$ cat src/rtl/hyperbus_delay_cfg_ctrl_if.sv
`default_nettype none
// ============================================================================
//  Module      : hyperbus_delay_cfg_ctrl_if
//  Description : Bundle of the configuration handshake, PHY hold/busy and
//                delay-line control signals of hyperbus_delay_cfg_ctrl.
//                slave  modport : controller side
//                master modport : register file / PHY / delay line side
//  Ports       : cfg_valid_i, cfg_delay_i, cfg_ready_o   - request handshake
//                phy_busy_i, phy_hold_o                  - PHY interlock
//                clk_en_o, delay_o                       - delay line control
//                update_done_o, busy_o                   - status
//  Revision    : 1.0 - initial release
// ============================================================================
interface hyperbus_delay_cfg_ctrl_if #(
   parameter int DELAY_W = 3
);
   logic               cfg_valid_i;
   logic               cfg_ready_o;
   logic [DELAY_W-1:0] cfg_delay_i;
   logic               phy_busy_i;
   logic               phy_hold_o;
   logic               clk_en_o;
   logic [DELAY_W-1:0] delay_o;
   logic               update_done_o;
   logic               busy_o;

   modport slave (
      input  cfg_valid_i,
      input  cfg_delay_i,
      input  phy_busy_i,
      output cfg_ready_o,
      output phy_hold_o,
      output clk_en_o,
      output delay_o,
      output update_done_o,
      output busy_o
   );

   modport master (
      output cfg_valid_i,
      output cfg_delay_i,
      output phy_busy_i,
      input  cfg_ready_o,
      input  phy_hold_o,
      input  clk_en_o,
      input  delay_o,
      input  update_done_o,
      input  busy_o
   );
endinterface
`default_nettype wire

$ cat src/rtl/hyperbus_delay_cfg_ctrl.sv
`default_nettype none
// ============================================================================
//  Module      : hyperbus_delay_cfg_ctrl
//  Description : Sequences a glitch-free runtime change of the HyperBus
//                RWDS/clock delay-line select: accept request, hold off the
//                PHY, wait for it to go idle, gate the delayed clock, settle,
//                switch the select, settle again, ungate and pulse done.
//  Ports       : clk_i  - system clock
//                rst_i  - asynchronous active-high reset
//                bus    - hyperbus_delay_cfg_ctrl_if.slave (handshake, PHY
//                         interlock, delay line control, status)
//  Revision    : 1.0 - initial release
// ============================================================================
module hyperbus_delay_cfg_ctrl #(
   parameter int                 DELAY_W       = 3,
   parameter int                 SETTLE_CYCLES = 4,
   parameter logic [DELAY_W-1:0] RESET_DELAY   = '0
) (
   input  wire logic               clk_i,
   input  wire logic               rst_i,
   hyperbus_delay_cfg_ctrl_if.slave bus
);

   localparam int             c_CNT_W       = 8;
   localparam [c_CNT_W-1:0]   c_SETTLE_LAST = c_CNT_W'(SETTLE_CYCLES - 1);

   typedef enum logic [2:0] {
      ST_IDLE        = 3'd0,
      ST_WAIT_IDLE   = 3'd1,
      ST_SETTLE_PRE  = 3'd2,
      ST_SETTLE_POST = 3'd3,
      ST_DONE        = 3'd4
   } state_t;

   state_t               state_q,   state_d;
   logic [DELAY_W-1:0]   pending_q, pending_d;
   logic [DELAY_W-1:0]   delay_q,   delay_d;
   logic [c_CNT_W-1:0]   cnt_q,     cnt_d;

   // Output flops, each loaded from a decode of the next state so that every
   // output is a plain register with the same timing as the state itself.
   logic                 ready_q,   ready_d;
   logic                 busy_q,    busy_d;
   logic                 clk_en_q,  clk_en_d;
   logic                 done_q,    done_d;

   logic                 w_accept;

   // ready_q already reflects IDLE/WAIT_IDLE of the current state.
   assign w_accept = bus.cfg_valid_i & ready_q;

   always_comb begin
      state_d   = state_q;
      pending_d = pending_q;
      delay_d   = delay_q;
      cnt_d     = cnt_q;

      case (state_q)
         ST_IDLE: begin
            if (w_accept) begin
               if (bus.cfg_delay_i != delay_q) begin
                  pending_d = bus.cfg_delay_i;
                  state_d   = ST_WAIT_IDLE;
               end else begin
                  state_d   = ST_DONE;
               end
            end
         end

         ST_WAIT_IDLE: begin
            if (w_accept) begin
               // Latest request wins, including one that lands in the same
               // cycle the PHY goes idle.
               pending_d = bus.cfg_delay_i;
               if (bus.cfg_delay_i == delay_q) begin
                  state_d = ST_DONE;
               end else if (!bus.phy_busy_i) begin
                  state_d = ST_SETTLE_PRE;
                  cnt_d   = c_SETTLE_LAST;
               end
            end else if (!bus.phy_busy_i) begin
               state_d = ST_SETTLE_PRE;
               cnt_d   = c_SETTLE_LAST;
            end
         end

         ST_SETTLE_PRE: begin
            if (cnt_q == '0) begin
               // Clock is gated here, so switching the mux cannot glitch it.
               delay_d = pending_q;
               cnt_d   = c_SETTLE_LAST;
               state_d = ST_SETTLE_POST;
            end else begin
               cnt_d   = cnt_q - c_CNT_W'(1);
            end
         end

         ST_SETTLE_POST: begin
            if (cnt_q == '0) begin
               state_d = ST_DONE;
            end else begin
               cnt_d   = cnt_q - c_CNT_W'(1);
            end
         end

         ST_DONE: begin
            state_d = ST_IDLE;
         end

         default: begin
            state_d = ST_IDLE;
         end
      endcase
   end

   always_comb begin
      ready_d  = (state_d == ST_IDLE) || (state_d == ST_WAIT_IDLE);
      busy_d   = (state_d != ST_IDLE);
      clk_en_d = !((state_d == ST_SETTLE_PRE) || (state_d == ST_SETTLE_POST));
      done_d   = (state_d == ST_DONE);
   end

   always_ff @(posedge clk_i or posedge rst_i) begin
      if (rst_i) begin
         state_q   <= ST_IDLE;
         pending_q <= RESET_DELAY;
         delay_q   <= RESET_DELAY;
         cnt_q     <= '0;
         ready_q   <= 1'b1;
         busy_q    <= 1'b0;
         clk_en_q  <= 1'b1;
         done_q    <= 1'b0;
      end else begin
         state_q   <= state_d;
         pending_q <= pending_d;
         delay_q   <= delay_d;
         cnt_q     <= cnt_d;
         ready_q   <= ready_d;
         busy_q    <= busy_d;
         clk_en_q  <= clk_en_d;
         done_q    <= done_d;
      end
   end

   // Hold and busy share the "not IDLE" condition, hence one flop.
   assign bus.cfg_ready_o   = ready_q;
   assign bus.phy_hold_o    = busy_q;
   assign bus.busy_o        = busy_q;
   assign bus.clk_en_o      = clk_en_q;
   assign bus.delay_o       = delay_q;
   assign bus.update_done_o = done_q;

endmodule
`default_nettype wire

$ cat src/flat_wrapper.sv
// flat-port wrapper written by rule: the top's interface ports become plain ports
module hyperbus_delay_cfg_ctrl_flat 
#(
   parameter int                 DELAY_W       = 3,
   parameter int                 SETTLE_CYCLES = 4,
   parameter logic [DELAY_W-1:0] RESET_DELAY   = '0
)
  (clk_i, rst_i, bus_cfg_valid_i, bus_cfg_delay_i, bus_phy_busy_i, bus_cfg_ready_o, bus_phy_hold_o, bus_clk_en_o, bus_delay_o, bus_update_done_o, bus_busy_o);
  hyperbus_delay_cfg_ctrl_if #(.DELAY_W(DELAY_W)) bus_i ();
  input  wire logic clk_i;
  input  wire logic rst_i;
  input wire logic [$bits(bus_i.cfg_valid_i)-1:0] bus_cfg_valid_i;
  input wire logic [$bits(bus_i.cfg_delay_i)-1:0] bus_cfg_delay_i;
  input wire logic [$bits(bus_i.phy_busy_i)-1:0] bus_phy_busy_i;
  output wire logic [$bits(bus_i.cfg_ready_o)-1:0] bus_cfg_ready_o;
  output wire logic [$bits(bus_i.phy_hold_o)-1:0] bus_phy_hold_o;
  output wire logic [$bits(bus_i.clk_en_o)-1:0] bus_clk_en_o;
  output wire logic [$bits(bus_i.delay_o)-1:0] bus_delay_o;
  output wire logic [$bits(bus_i.update_done_o)-1:0] bus_update_done_o;
  output wire logic [$bits(bus_i.busy_o)-1:0] bus_busy_o;
  assign bus_i.cfg_valid_i = bus_cfg_valid_i;
  assign bus_i.cfg_delay_i = bus_cfg_delay_i;
  assign bus_i.phy_busy_i = bus_phy_busy_i;
  assign bus_cfg_ready_o = bus_i.cfg_ready_o;
  assign bus_phy_hold_o = bus_i.phy_hold_o;
  assign bus_clk_en_o = bus_i.clk_en_o;
  assign bus_delay_o = bus_i.delay_o;
  assign bus_update_done_o = bus_i.update_done_o;
  assign bus_busy_o = bus_i.busy_o;
  hyperbus_delay_cfg_ctrl #(.DELAY_W(DELAY_W), .SETTLE_CYCLES(SETTLE_CYCLES), .RESET_DELAY(RESET_DELAY)) u_core (.clk_i(clk_i), .rst_i(rst_i), .bus(bus_i));
endmodule
$ cat config.mk
export PLATFORM = sky130hd
export DESIGN_NAME = hyperbus_delay_cfg_ctrl_flat
export DESIGN_NICKNAME = d
export VERILOG_FILES = /design/src/rtl/hyperbus_delay_cfg_ctrl_if.sv /design/src/rtl/hyperbus_delay_cfg_ctrl.sv /design/src/flat_wrapper.sv
export SDC_FILE = /design/constraint.sdc
export NUM_CORES = 1
export LEC_CHECK = 0
export ABC_AREA = 1
export CAP_MARGIN = 15
export CELL_PAD_IN_SITES_DETAIL_PLACEMENT = 0
export CELL_PAD_IN_SITES_GLOBAL_PLACEMENT = 1
export CORE_ASPECT_RATIO = 0.9
export CORE_MARGIN = 5
export CORE_UTILIZATION = 39
export CTS_BUF_LIST = sky130_fd_sc_hd__clkbuf_4 sky130_fd_sc_hd__clkbuf_8 sky130_fd_sc_hd__clkbuf_16
export DETAILED_ROUTE_END_ITERATION = 6
export GPL_TIMING_DRIVEN = 0
export PLACE_DENSITY = 0.86
export SETUP_SLACK_MARGIN = 0.02
export SYNTH_ARGS = -nofsm -noshare
export SYNTH_HDL_FRONTEND = slang
export SYNTH_SLANG_ARGS = --single-unit
export TNS_END_PERCENT = 1
$ cat constraint.sdc
create_clock -name clk_i -period 1.94 [get_ports clk_i]
set_clock_uncertainty 0.15 [all_clocks]
set_input_delay 0.388 -clock clk_i [delete_from_list [all_inputs] [get_ports clk_i]]
set_output_delay 0.388 -clock clk_i [all_outputs]
set_load 0.05 [all_outputs]
==> out/summary.txt, run 1 <==
outcome - finished clean
Critical Path AT - 1330 ps
Syn. warnings - 0
Seq/Total Area, Yosys - 0.4276
number of hold violations in the final report - 0
Via Count - 1114
post-synthesis cell count - 165
width of the die - 69.32 um
DP Wirelength - 2049 um
antenna fix cells - 0
Startpoint Class - flop
Post-layout nets - 195
part of the total power dissipated in the clock network - 0.089
number of detailed-routing iterations run before antenna repair - 4
type of the tightest min-delay check - flop to flop
post-place instance area - 0.001428 sq mm
final-report setup violation count - 0
via density per instance - 4.886
height of the die - 63.39 um
depth of the worst register-to-register path - 10
post-layout utilization of the core - 0.4897
count of buffers from port buffering - 14
Clock H-tree levels - 1
Async S/R FF share, synth - 1.000
category of the most critical setup path - flop to output port
design internal power - 1208 uW
via count of the first global-routing pass - 1076
global-route wire length before repair - 4657 um
total non-filler cell area in the finished layout - 0.001490 sq mm
worst hold-check slack - 343.9 ps
number of buffer and inverter stages on the critical path - 1
IO Pins - 15
pins over their slew limit - 0
CP Capture Type - output port
portion of total power attributed to sequential cells - 0.298
clock root buffer - sky130_fd_sc_hd__clkbuf_4
clk sinks - 21
PD cells - 1658 mW/mm^2
worst slack, placed - -198.3 ps
cell class contributing the biggest share of worst-path delay - flip-flops
setup slack on the worst flop-to-flop path - 120 ps
largest driver fanout on the critical path - 1
worst-margin pin slew - 776.8 ps
VDD IR max - 884.2 uV
fraction of layout cells with a size suffix above 1 - 0.1774
max cap viols - 0
RSZ-0062 raised after global routing - true
data required time of the critical path - 1400 ps
worst reg2reg endpoint - u_core.bus.busy_o$_DFF_PP0_
Net Sw Power - 1263 uW
combinational share of power - 0.613
worst-skew pair later-pin latency - 310 ps
relative max-transition margin - 0.4815
initial antenna violation count - 0
highest attainable clock frequency - 534.2 MHz
number of DRC markers in iteration 0 - 52
TritonCTS clock tree - done
power consumption - 2471 uW
mean instance size in the synthesized netlist - 7.484 sq um
startpoint of the worst setup timing path - u_core.bus.clk_en_o$_DFF_PP1_
library cell contributing the largest single delay on the critical path - sky130_fd_sc_hd__dfstp_2
final period demand of the worst path - 1872 ps
number of distinct standard cells referenced by the synthesized netlist - 24
overall die area - 0.004394 sq mm
launch instance of the worst register-to-register path - u_core.cnt_q[0]$_DFFE_PP0P_
total global routing track utilization - 0.1290
Avg WL per Cell - 12.02 um
placeable core region - 0.003043 sq mm
Pleak - 0.0007707 uW
switching part of the total - 0.5113
clock slew at the register clock pins of the worst setup and hold paths - 130 ps
critical path's largest stage delay - 540 ps
number of routed nets with antenna violations - 0
post-synthesis cell area - 0.001235 sq mm
DR DRC count - 0
Synthesized Nets - 173
standard-cell row count - 19
number of buffers added by the clock tree synthesis step - 3
Most used DFF post-synth - sky130_fd_sc_hd__dfrtp_1
worst-case setup margin in the final layout - 68.12 ps
pin count of the biggest net entering global routing - 22
crit share post-route - 0.9649
Post-synth EDFFs - 0
hold bufs inserted after CTS - 0
wire length reported by the detailed router - 2741 um
number of cells on the critical path - 1
synthesis-to-layout area growth - 20.67%
clock tree buffer depth - 2
cell-by-cell trace of the critical path - clkdlybuf4s15_1
initial standard-cell utilization of the core - 0.4058
RD Place Congestion - 0.7720
crit path capture - bus_clk_en_o
residual overflow from global routing - 0
number of storage elements in the synthesis netlist - 21
## power by group through the flow
stage	Combinational [uW]	Clock [uW]	Sequential, uW
4_1_cts	1420	229	733
5_1_grt	1660	249	763
3_3_place_gp	1420	0	734
6_report	1510	221	735
3_5_place_dp	1440	0	741
2_1_floorplan	889	0	933
## cells by family after synthesis
logic type | share of synthesized area
compound gates | 0.04965
xor+xnor | 0.02837
fa+ha+maj | 0.01013
buf+inv | 0.08511
flops | 0.4276
simple gates | 0.3992
## per-stage QoR
| step | TNS, ps | cells |
|---|---|---|
| 3_5_place_dp | -1189 | 221 |
| 5_1_grt | 0 | 228 |
| 6_report | 0 | 228 |
| 4_1_cts | 0 | 225 |
| 3_3_place_gp | -1219 | 221 |
| 2_1_floorplan | 0 | 165 |
## how the worst min path moves through the flow
stage                                    startpoint                                end  cells past startpoint
floorplan                                     rst_i        u_core.bus.busy_o$_DFF_PP0_                      1
global placement    u_core.pending_q[2]$_DFFE_PP0P_  u_core.bus.delay_o[2]$_DFFE_PP0P_                      2
detailed placement  u_core.pending_q[2]$_DFFE_PP0P_    u_core.pending_q[2]$_DFFE_PP0P_                      2
CTS                 u_core.pending_q[2]$_DFFE_PP0P_    u_core.pending_q[2]$_DFFE_PP0P_                      2
global route        u_core.pending_q[2]$_DFFE_PP0P_    u_core.pending_q[2]$_DFFE_PP0P_                      2
finish              u_core.pending_q[1]$_DFFE_PP0P_  u_core.bus.delay_o[1]$_DFFE_PP0P_                      2
## synth_stat cells (2+ instances only)
library cell              number  area (sq um)
sky130_fd_sc_hd__dfrtp_1      19         475.5
sky130_fd_sc_hd__dfstp_2       2         52.55
sky130_fd_sc_hd__inv_1        19         71.32
sky130_fd_sc_hd__inv_2         4         15.01
sky130_fd_sc_hd__nand2_1      56         210.2
sky130_fd_sc_hd__nand2_2       2         12.51
sky130_fd_sc_hd__nand3_1      18         90.09
sky130_fd_sc_hd__nand4_1       8         50.05
sky130_fd_sc_hd__nor2_1       11         41.29
sky130_fd_sc_hd__nor2_2        2         12.51
sky130_fd_sc_hd__nor2_4        3         33.78
sky130_fd_sc_hd__o21ai_0       6         30.03
sky130_fd_sc_hd__o21ai_2       2         17.52
sky130_fd_sc_hd__xnor2_1       3         26.28
## layer usage
| layer | global-route usage | routed length (um) | share of wire |
|---|---|---|---|
| met2 | 0.2238 | 1348 | 0.49 |
| met4 | 0.02927 | 18 | 0.0066 |
| met3 | 0.03498 | 123 | 0.045 |
| met1 | 0.1596 | 1252 | 0.46 |
| met5 | 0 | 0 | 0 |
## area by class of cell
type | count | area [sq um]
fill | 311 | 1553
multi-input combinational | 119 | 621.8
sequential | 21 | 528.0
timing repair buffer | 17 | 148.9
inverter | 23 | 86.33
tap | 42 | 52.55
clock buffer | 3 | 22.52
buffer | 2 | 22.52
clock inverter | 1 | 7.507
## tightest hold or removal path, cell delays in order, from the launching register on
cell and delay, ps:
sky130_fd_sc_hd__dfrtp_1 370, sky130_fd_sc_hd__nand2_1 50, sky130_fd_sc_hd__nand2_1 50
## cell usage in the layout (no fill, tap or decap), types with 2 or more instances in the layout
cell type	instances
sky130_fd_sc_hd__dfstp_2	2
sky130_fd_sc_hd__inv_1	17
sky130_fd_sc_hd__dfrtp_1	19
sky130_fd_sc_hd__o21ai_0	6
sky130_fd_sc_hd__clkdlybuf4s50_1	6
sky130_fd_sc_hd__nand2_2	2
sky130_fd_sc_hd__xnor2_1	3
sky130_fd_sc_hd__nor2_2	2
sky130_fd_sc_hd__inv_2	6
sky130_fd_sc_hd__nand4_1	8
sky130_fd_sc_hd__nand3_1	18
sky130_fd_sc_hd__nand2_1	56
sky130_fd_sc_hd__nor2_4	3
sky130_fd_sc_hd__o21ai_2	2
sky130_fd_sc_hd__buf_4	5
sky130_fd_sc_hd__nor2_1	11
sky130_fd_sc_hd__clkbuf_4	3
sky130_fd_sc_hd__dlygate4sd2_1	5
## state kept, by name, summed over array words and instances, names as in the netlist
| signal | count |
|---|---|
| u_core.bus.busy_o | 1 |
| u_core.bus.cfg_ready_o | 1 |
| u_core.cnt_q | 8 |
| u_core.state_q | 3 |
| u_core.bus.update_done_o | 1 |
| u_core.bus.clk_en_o | 1 |
| u_core.pending_q | 3 |
| u_core.bus.delay_o | 3 |
## repair_timing
action / in CTS / in global routing
endpoints found under the setup margin: 16 / 9
buffers inserted: 0 / 3
pin swaps: 1 / 2
gates resized for setup: 11 / 6
(Power assumes the default switching activity.)
==> run 2: changes to the inputs <==
Settings changed: ABC_AREA 1 to 0, CORE_UTILIZATION 39 to 41.
==> out/summary.txt, run 2 <==
Avg WL per Cell - 15.49 um (+29%)
total global routing track utilization - 0.1390 (+0.009979)
met1 track demand over resource in global routing - 0.1897 (+0.03017)
commonest cells in the netlist - sky130_fd_sc_hd__dfrtp_1 (19), sky130_fd_sc_hd__inv_1 (11), sky130_fd_sc_hd__a21oi_1 (8), sky130_fd_sc_hd__nor2_1 (8), sky130_fd_sc_hd__mux2_2 (6)
residual overflow from global routing - 0 (unchanged)
pin count of the biggest net entering global routing - 22 (unchanged)
GR Layer Usage met3 - 0.03817 (+0.003192)
pins over their slew limit - 0 (unchanged)
IO Pins - 15 (unchanged)
Critical Path AT - 2060 ps (+730 ps)
clk sinks - 21 (unchanged)
number of buffers added by the clock tree synthesis step - 3 (unchanged)
portion of synthesized cell area occupied by the leading cell type - 0.4434 (+0.05840)
Pleak - 0.0006312 uW (-18%)
RSZ-0062 raised after global routing - true
data required time of the critical path - 1990 ps (+590 ps)
number of hold violations in the final report - 0 (unchanged)
Syn. warnings - 0 (unchanged)
Seq/Total Area, Yosys - 0.4924 (+0.06486)
height of the die - 58.52 um (-7.7%)
count of buffers from port buffering - 14 (unchanged)
placeable core region - 0.002489 sq mm (-18%)
number of DRC markers in iteration 0 - 21 (-60%)
Synthesized Nets - 109 (-37%)
DP Wirelength - 1593 um (-22%)
antenna fix cells - 0 (unchanged)
worst-skew pair later-pin latency - 310 ps (about the same)
number of placed instances, taps included - 143 (-35%)
synthesis-to-layout area growth - 27.77%
Via Count - 859 (-23%)
worst slack, placed - -372.2 ps (-173.9 ps)
Async S/R FF share, synth - 1.000 (unchanged)
number of storage elements in the synthesis netlist - 21 (unchanged)
Most used DFF post-synth - sky130_fd_sc_hd__dfrtp_1
overall die area - 0.003739 sq mm (-15%)
failing checks - setup timing
worst-margin pin slew - 812.9 ps (+36.05 ps)
initial standard-cell utilization of the core - 0.4309 (+0.02503)
crit share post-route - 1.035 (+0.07021)
hold bufs inserted after CTS - 0 (unchanged)
most frequent standard cell in the layout excluding fill and tap cells - sky130_fd_sc_hd__dfrtp_1
final period demand of the worst path - 2008 ps (+136.2 ps)
VDD IR max - 1078 uV (+22%)
clock tree buffer depth - 2 (unchanged)
Post-synth EDFFs - 0 (unchanged)
number of routed nets with antenna violations - 0 (unchanged)
Finished Layout Cells - 152 (-33%)
largest area contributor in the synthesized netlist - sky130_fd_sc_hd__dfrtp_1
ranking of synthesized cells by area - sky130_fd_sc_hd__dfrtp_1 (44%), sky130_fd_sc_hd__mux2_2 (6.3%), sky130_fd_sc_hd__dfstp_2 (4.9%), sky130_fd_sc_hd__inv_1 (3.9%), sky130_fd_sc_hd__a21oi_1 (3.7%)
GRT met2 Usage - 0.2095 (-0.01434)
post-synthesis cell area - 0.001072 sq mm (-13%)
top library cells by usage in the layout, fill and taps aside - sky130_fd_sc_hd__dfrtp_1 (18), sky130_fd_sc_hd__inv_1 (10), sky130_fd_sc_hd__a21oi_1 (8)
outcome - complete, but fails checks
most utilized layer in the global route result - met2
global-route wire length before repair - 4098 um (-12%)
post-synthesis cell count - 101 (-39%)
max cap viols - 0 (unchanged)
relative max-transition margin - 0.4575 (-0.02406)
clock slew at the register clock pins of the worst setup and hold paths - 120 ps (about the same)
via count of the first global-routing pass - 863 (-20%)
flip-flop count of the largest register, all copies and words added - 8 (unchanged)
wire length reported by the detailed router - 2354 um (-14%)
standard-cell row count - 17 (-2)
TritonCTS clock tree - done
most instantiated library cell after synthesis - sky130_fd_sc_hd__dfrtp_1
via density per instance - 5.651 (+16%)
number of detailed-routing iterations run before antenna repair - 4 (unchanged)
fraction of layout cells with a size suffix above 1 - 0.2823 (+0.1048)
clock root buffer - sky130_fd_sc_hd__clkbuf_4
category of the most critical setup path - flop to flop
PD cells - 1676 mW/mm^2 (+1.1%)
top register by number of flip-flops - u_core.cnt_q
initial antenna violation count - 0 (unchanged)
largest driver fanout on the critical path - 4 (+3)
RD Place Congestion - 0.7612 (-1.4%)
mean instance size in the synthesized netlist - 10.62 sq um (+42%)
highest attainable clock frequency - 498.0 MHz (-6.8%)
width of the die - 63.91 um (-7.8%)
worst-case setup margin in the final layout - -68.08 ps (-136.2 ps)
type of the tightest min-delay check - input port to asynchronous set/reset pin
number of distinct standard cells referenced by the synthesized netlist - 39 (+63%)
Startpoint Class - flop
CP Capture Type - flop
final-report setup violation count - 4 (+4)
DR DRC count - 0 (unchanged)
Clock H-tree levels - 1 (unchanged)
Post-layout nets - 133 (-32%)
[run 2: what timing repair did]
action / 4_1_cts / 5_1_grt
setup endpoints to repair: 23 / 11
gates cloned: 0 / 0
buffers inserted: 2 / 3
hold endpoints to repair: 0 / 0
resized for setup: 13 / 9
pin swaps: 2 / 5
[run 2: worst paths after layout]
kind | depth (start not counted) | slack, ps | start | endpoint
max in group asynchronous | 2 | 720 | rst_i | u_core.cnt_q[2]$_DFFE_PP0P_
hold / removal | 2 | 380 | rst_i | u_core.state_q[2]$_DFF_PP0_
setup / recovery | 6 | -70 | u_core.cnt_q[0]$_DFFE_PP0P_ | u_core.bus.delay_o[2]$_DFFE_PP0P_
setup reg to reg | 6 | -70 | u_core.cnt_q[0]$_DFFE_PP0P_ | u_core.bus.delay_o[2]$_DFFE_PP0P_
min in group clk_i | 1 | 380 | u_core.pending_q[1]$_DFFE_PP0P_ | u_core.bus.delay_o[1]$_DFFE_PP0P_
hold reg to reg | 1 | 380 | u_core.pending_q[1]$_DFFE_PP0P_ | u_core.bus.delay_o[1]$_DFFE_PP0P_
[run 2: power breakdown]
group,switching [uW],leakage (uW),internal (uW),total (uW)
Clock,135,0.0000177,77.1,212
Combinational,749,0.000361,524,1270
Sequential,169,0.000252,642,811
[run 2: kinds of logic (layout without fill, tap and decap cells)]
| group | Yosys count | in the layout | share of synthesized area |
|---|---|---|---|
| flops | 21 | 21 | 0.4924 |
| compound gates | 25 | 25 | 0.1599 |
| simple gates | 26 | 26 | 0.1529 |
| xor+xnor | 4 | 4 | 0.03268 |
| fa+ha+maj | 1 | 1 | 0.01167 |
| mux | 8 | 8 | 0.08634 |
| buf+inv | 16 | 39 | 0.06418 |
[run 2: routing by layer]
metal  wire length [um]  part of all wire
met5                  0                 0
met4                 29             0.012
met3                102             0.043
met2               1146              0.49
met1               1075              0.46
[run 2: through the flow]
step	utilization	area [sq um]	setup TNS [ps]	hold slack, ps	power [uW]
6_report	0.5505	1370	-252.5	376.1	2296
5_1_grt	0.5505	1370	-739.5	401.1	2482
4_1_cts	0.5264	1310	-397.4	371.7	2199
3_5_place_dp	0.5073	1262	-2191	343.4	1986
3_3_place_gp	0.5073	1262	-1847	330.0	1946
2_1_floorplan	-	1087	0	213.0	1676
[run 2: layout make-up]
type | count | area, sq um
buffer | 4 | 21.27
clock buffer | 3 | 22.52
clock inverter | 1 | 5.005
fill | 217 | 1119
inverter | 12 | 47.55
multi-input combinational | 64 | 538.0
sequential | 21 | 529.3
tap | 28 | 35.03
timing repair buffer | 19 | 171.4
[run 2: critical path: stages (launching register included)]
cell and delay (ps):
sky130_fd_sc_hd__dfrtp_1 410, sky130_fd_sc_hd__inv_1 100, sky130_fd_sc_hd__ha_4 140, sky130_fd_sc_hd__nor4b_4 320, sky130_fd_sc_hd__nand2_2 130, sky130_fd_sc_hd__nor3_4 320
sky130_fd_sc_hd__mux2_4 330
==> run 3: changes to the inputs <==
Settings changed: CORE_MARGIN 5 to 8, CTS_CLUSTER_SIZE set to 25, SETUP_SLACK_MARGIN 0.02 to not set.
==> out/summary.txt, run 3 (synthesized netlist as in run 2, its figures left out) <==
combinational share of power - 0.544 (-0.010)
most frequent standard cell in the layout excluding fill and tap cells - sky130_fd_sc_hd__dfrtp_1
flip-flop count of the largest register, all copies and words added - 8 (unchanged)
wire length reported by the detailed router - 2383 um (+1.2%)
design internal power - 1218 uW (-2.0%)
outcome - complete, but fails checks
Net Sw Power - 1042 uW (-1.0%)
standard-cell row count - 17 (unchanged)
relative max-transition margin - 0.4577 (about the same)
Clock H-tree levels - 1 (unchanged)
launch instance of the worst register-to-register path - u_core.cnt_q[1]$_DFFE_PP0P_
worst-skew pair later-pin latency - 310 ps (about the same)
number of hold violations in the final report - 0 (unchanged)
pin count of the biggest net entering global routing - 22 (unchanged)
DR DRC count - 0 (unchanged)
total non-filler cell area in the finished layout - 0.001339 sq mm (-2.3%)
VDD IR max - 1078 uV (about the same)
clock slew at the register clock pins of the worst setup and hold paths - 120 ps (about the same)
number of buffers added by the clock tree synthesis step - 3 (unchanged)
final period demand of the worst path - 1982 ps (-25.87 ps)
Critical Path AT - 2040 ps (-20 ps)
RSZ-0062 raised after global routing - true
switching part of the total - 0.4611 (+0.002621)
failing checks - setup timing
highest attainable clock frequency - 504.5 MHz (+1.3%)
Pleak - 0.0006205 uW (-1.7%)
RD Place Congestion - 0.7844 (+3.0%)
setup TNS - -133.2 ps (+119.4 ps)
CP Capture Type - flop
combined area of the multi-input logic cells - 524.3 sq um (-2.6%)
IO Pins - 15 (unchanged)
worst reg2reg endpoint - u_core.bus.delay_o[1]$_DFFE_PP0P_
initial standard-cell utilization of the core - 0.4346 (+0.003714)
fraction of layout cells with a size suffix above 1 - 0.2541 (-0.02816)
fill count - 232 (+6.9%)
number of DRC markers in iteration 0 - 37 (+76%)
post-place instance area - 0.001250 sq mm (-0.99%)
initial antenna violation count - 0 (unchanged)
Post-layout nets - 131 (-1.5%)
portion of total power attributed to sequential cells - 0.361 (+0.008)
worst slack, placed - -337.2 ps (+35.05 ps)
number of routed nets with antenna violations - 0 (unchanged)
count of buffers from port buffering - 14 (unchanged)
data required time of the critical path - 2000 ps (about the same)
part of the total power dissipated in the clock network - 0.095 (+0.003)
depth of the worst register-to-register path - 6 (unchanged)
hold bufs inserted after CTS - 0 (unchanged)
global-route wire length before repair - 4071 um (-0.66%)
number of detailed-routing iterations run before antenna repair - 4 (unchanged)
width of the die - 69.91 um (+9.4%)
synthesis-to-layout area growth - 24.85%
height of the die - 64.52 um (+10%)
sequential cell area - 528.0 sq um (-0.24%)
Startpoint Class - flop
top library cells by usage in the layout, fill and taps aside - sky130_fd_sc_hd__dfrtp_1 (19), sky130_fd_sc_hd__inv_1 (9), sky130_fd_sc_hd__nor2_1 (8), sky130_fd_sc_hd__a21oi_1 (8), sky130_fd_sc_hd__clkdlybuf4s50_1 (6)
crit share post-route - 1.022 (-0.01334)
pins over their slew limit - 0 (unchanged)
DP Wirelength - 1637 um (+2.7%)
clk sinks - 21 (unchanged)
top register by number of flip-flops - u_core.cnt_q
Avg WL per Cell - 15.89 um (+2.6%)
worst-case setup margin in the final layout - -42.21 ps (+25.87 ps)
total global routing track utilization - 0.1095 (-0.02946)
post-layout utilization of the core - 0.5426 (-0.007932)
antenna fix cells - 0 (unchanged)
max cap viols - 0 (unchanged)
residual overflow from global routing - 0 (unchanged)
Via Count - 840 (-2.2%)
type of the tightest min-delay check - input port to asynchronous set/reset pin
setup slack on the worst flop-to-flop path - -40 ps (+30 ps)
category of the most critical setup path - flop to flop
worst-margin pin slew - 812.6 ps (-0.3168 ps)
placeable core region - 0.002467 sq mm (-0.85%)
clock tree buffer depth - 2 (unchanged)
PD cells - 1688 mW/mm^2 (+0.73%)
final-report setup violation count - 4 (unchanged)
via density per instance - 5.600 (-0.91%)
overall die area - 0.004510 sq mm (+21%)
TritonCTS clock tree - done
clock root buffer - sky130_fd_sc_hd__clkbuf_4
largest driver fanout on the critical path - 4 (unchanged)
via count of the first global-routing pass - 872 (+1.0%)
[run 3: layer usage]
layer  GRT usage  wire (um)  up-vias
met5           0          0        -
met4     0.05263         35        0
li1            -          -      407
met2      0.1756       1117       21
met3     0.03805         93        4
met1      0.1287       1136      408
[run 3: final cells by class]
class	instances	area share
Clock inverter	1	0.003738
Buffer	4	0.01589
Inverter	12	0.03551
Tap cell	28	0.02617
Multi-Input combinational cell	64	0.3916
Timing Repair Buffer	17	0.1159
Clock buffer	3	0.01682
Sequential cell	21	0.3944
[run 3: per-stage QoR]
stage               total power [uW]  instances  hold WS, ps
floorplan                       1655        101        213.0
global placement                1931        143        330.9
detailed placement              1969        143        346.1
CTS                             2192        148        371.1
global route                    2445        150        395.3
finish                          2260        150        365.6
[run 3: timing repair]
item                                    4_1_cts  5_1_grt
pin swaps                                     0        4
setup buffers                                 1        2
endpoints found under the setup margin       16       14
gates resized for setup                      13        9
[run 3: worst max-delay path, stage by stage, from the launching register on]
cell and delay, ps:
sky130_fd_sc_hd__dfrtp_1 440, sky130_fd_sc_hd__inv_2 90, sky130_fd_sc_hd__ha_4 130, sky130_fd_sc_hd__nor4b_4 280, sky130_fd_sc_hd__nand2_2 130, sky130_fd_sc_hd__nor3_4 330
sky130_fd_sc_hd__mux2_4 330
[run 3: power by group through the flow]
stage | Clock (uW) | Combinational (uW) | Sequential (uW)
global route | 244 | 1360 | 842
detailed placement | 0 | 1160 | 811
global placement | 0 | 1130 | 798
floorplan | 0 | 682 | 974
finish | 214 | 1230 | 816
CTS | 224 | 1160 | 806
[run 3: how the worst max path moves through the flow]
stage,from,end,slack (ps),depth (start not counted)
2_1_floorplan,u_core.cnt_q[0]$_DFFE_PP0P_,u_core.bus.delay_o[0]$_DFFE_PP0P_,-0.4,6
3_3_place_gp,bus_cfg_delay_i[1],u_core.pending_q[1]$_DFFE_PP0P_,-330,5
3_5_place_dp,bus_cfg_delay_i[0],u_core.pending_q[1]$_DFFE_PP0P_,-340,5
4_1_cts,u_core.cnt_q[0]$_DFFE_PP0P_,u_core.bus.delay_o[1]$_DFFE_PP0P_,-80,6
5_1_grt,u_core.cnt_q[1]$_DFFE_PP0P_,u_core.bus.delay_o[1]$_DFFE_PP0P_,-140,6
6_report,u_core.cnt_q[1]$_DFFE_PP0P_,u_core.bus.delay_o[1]$_DFFE_PP0P_,-40,6
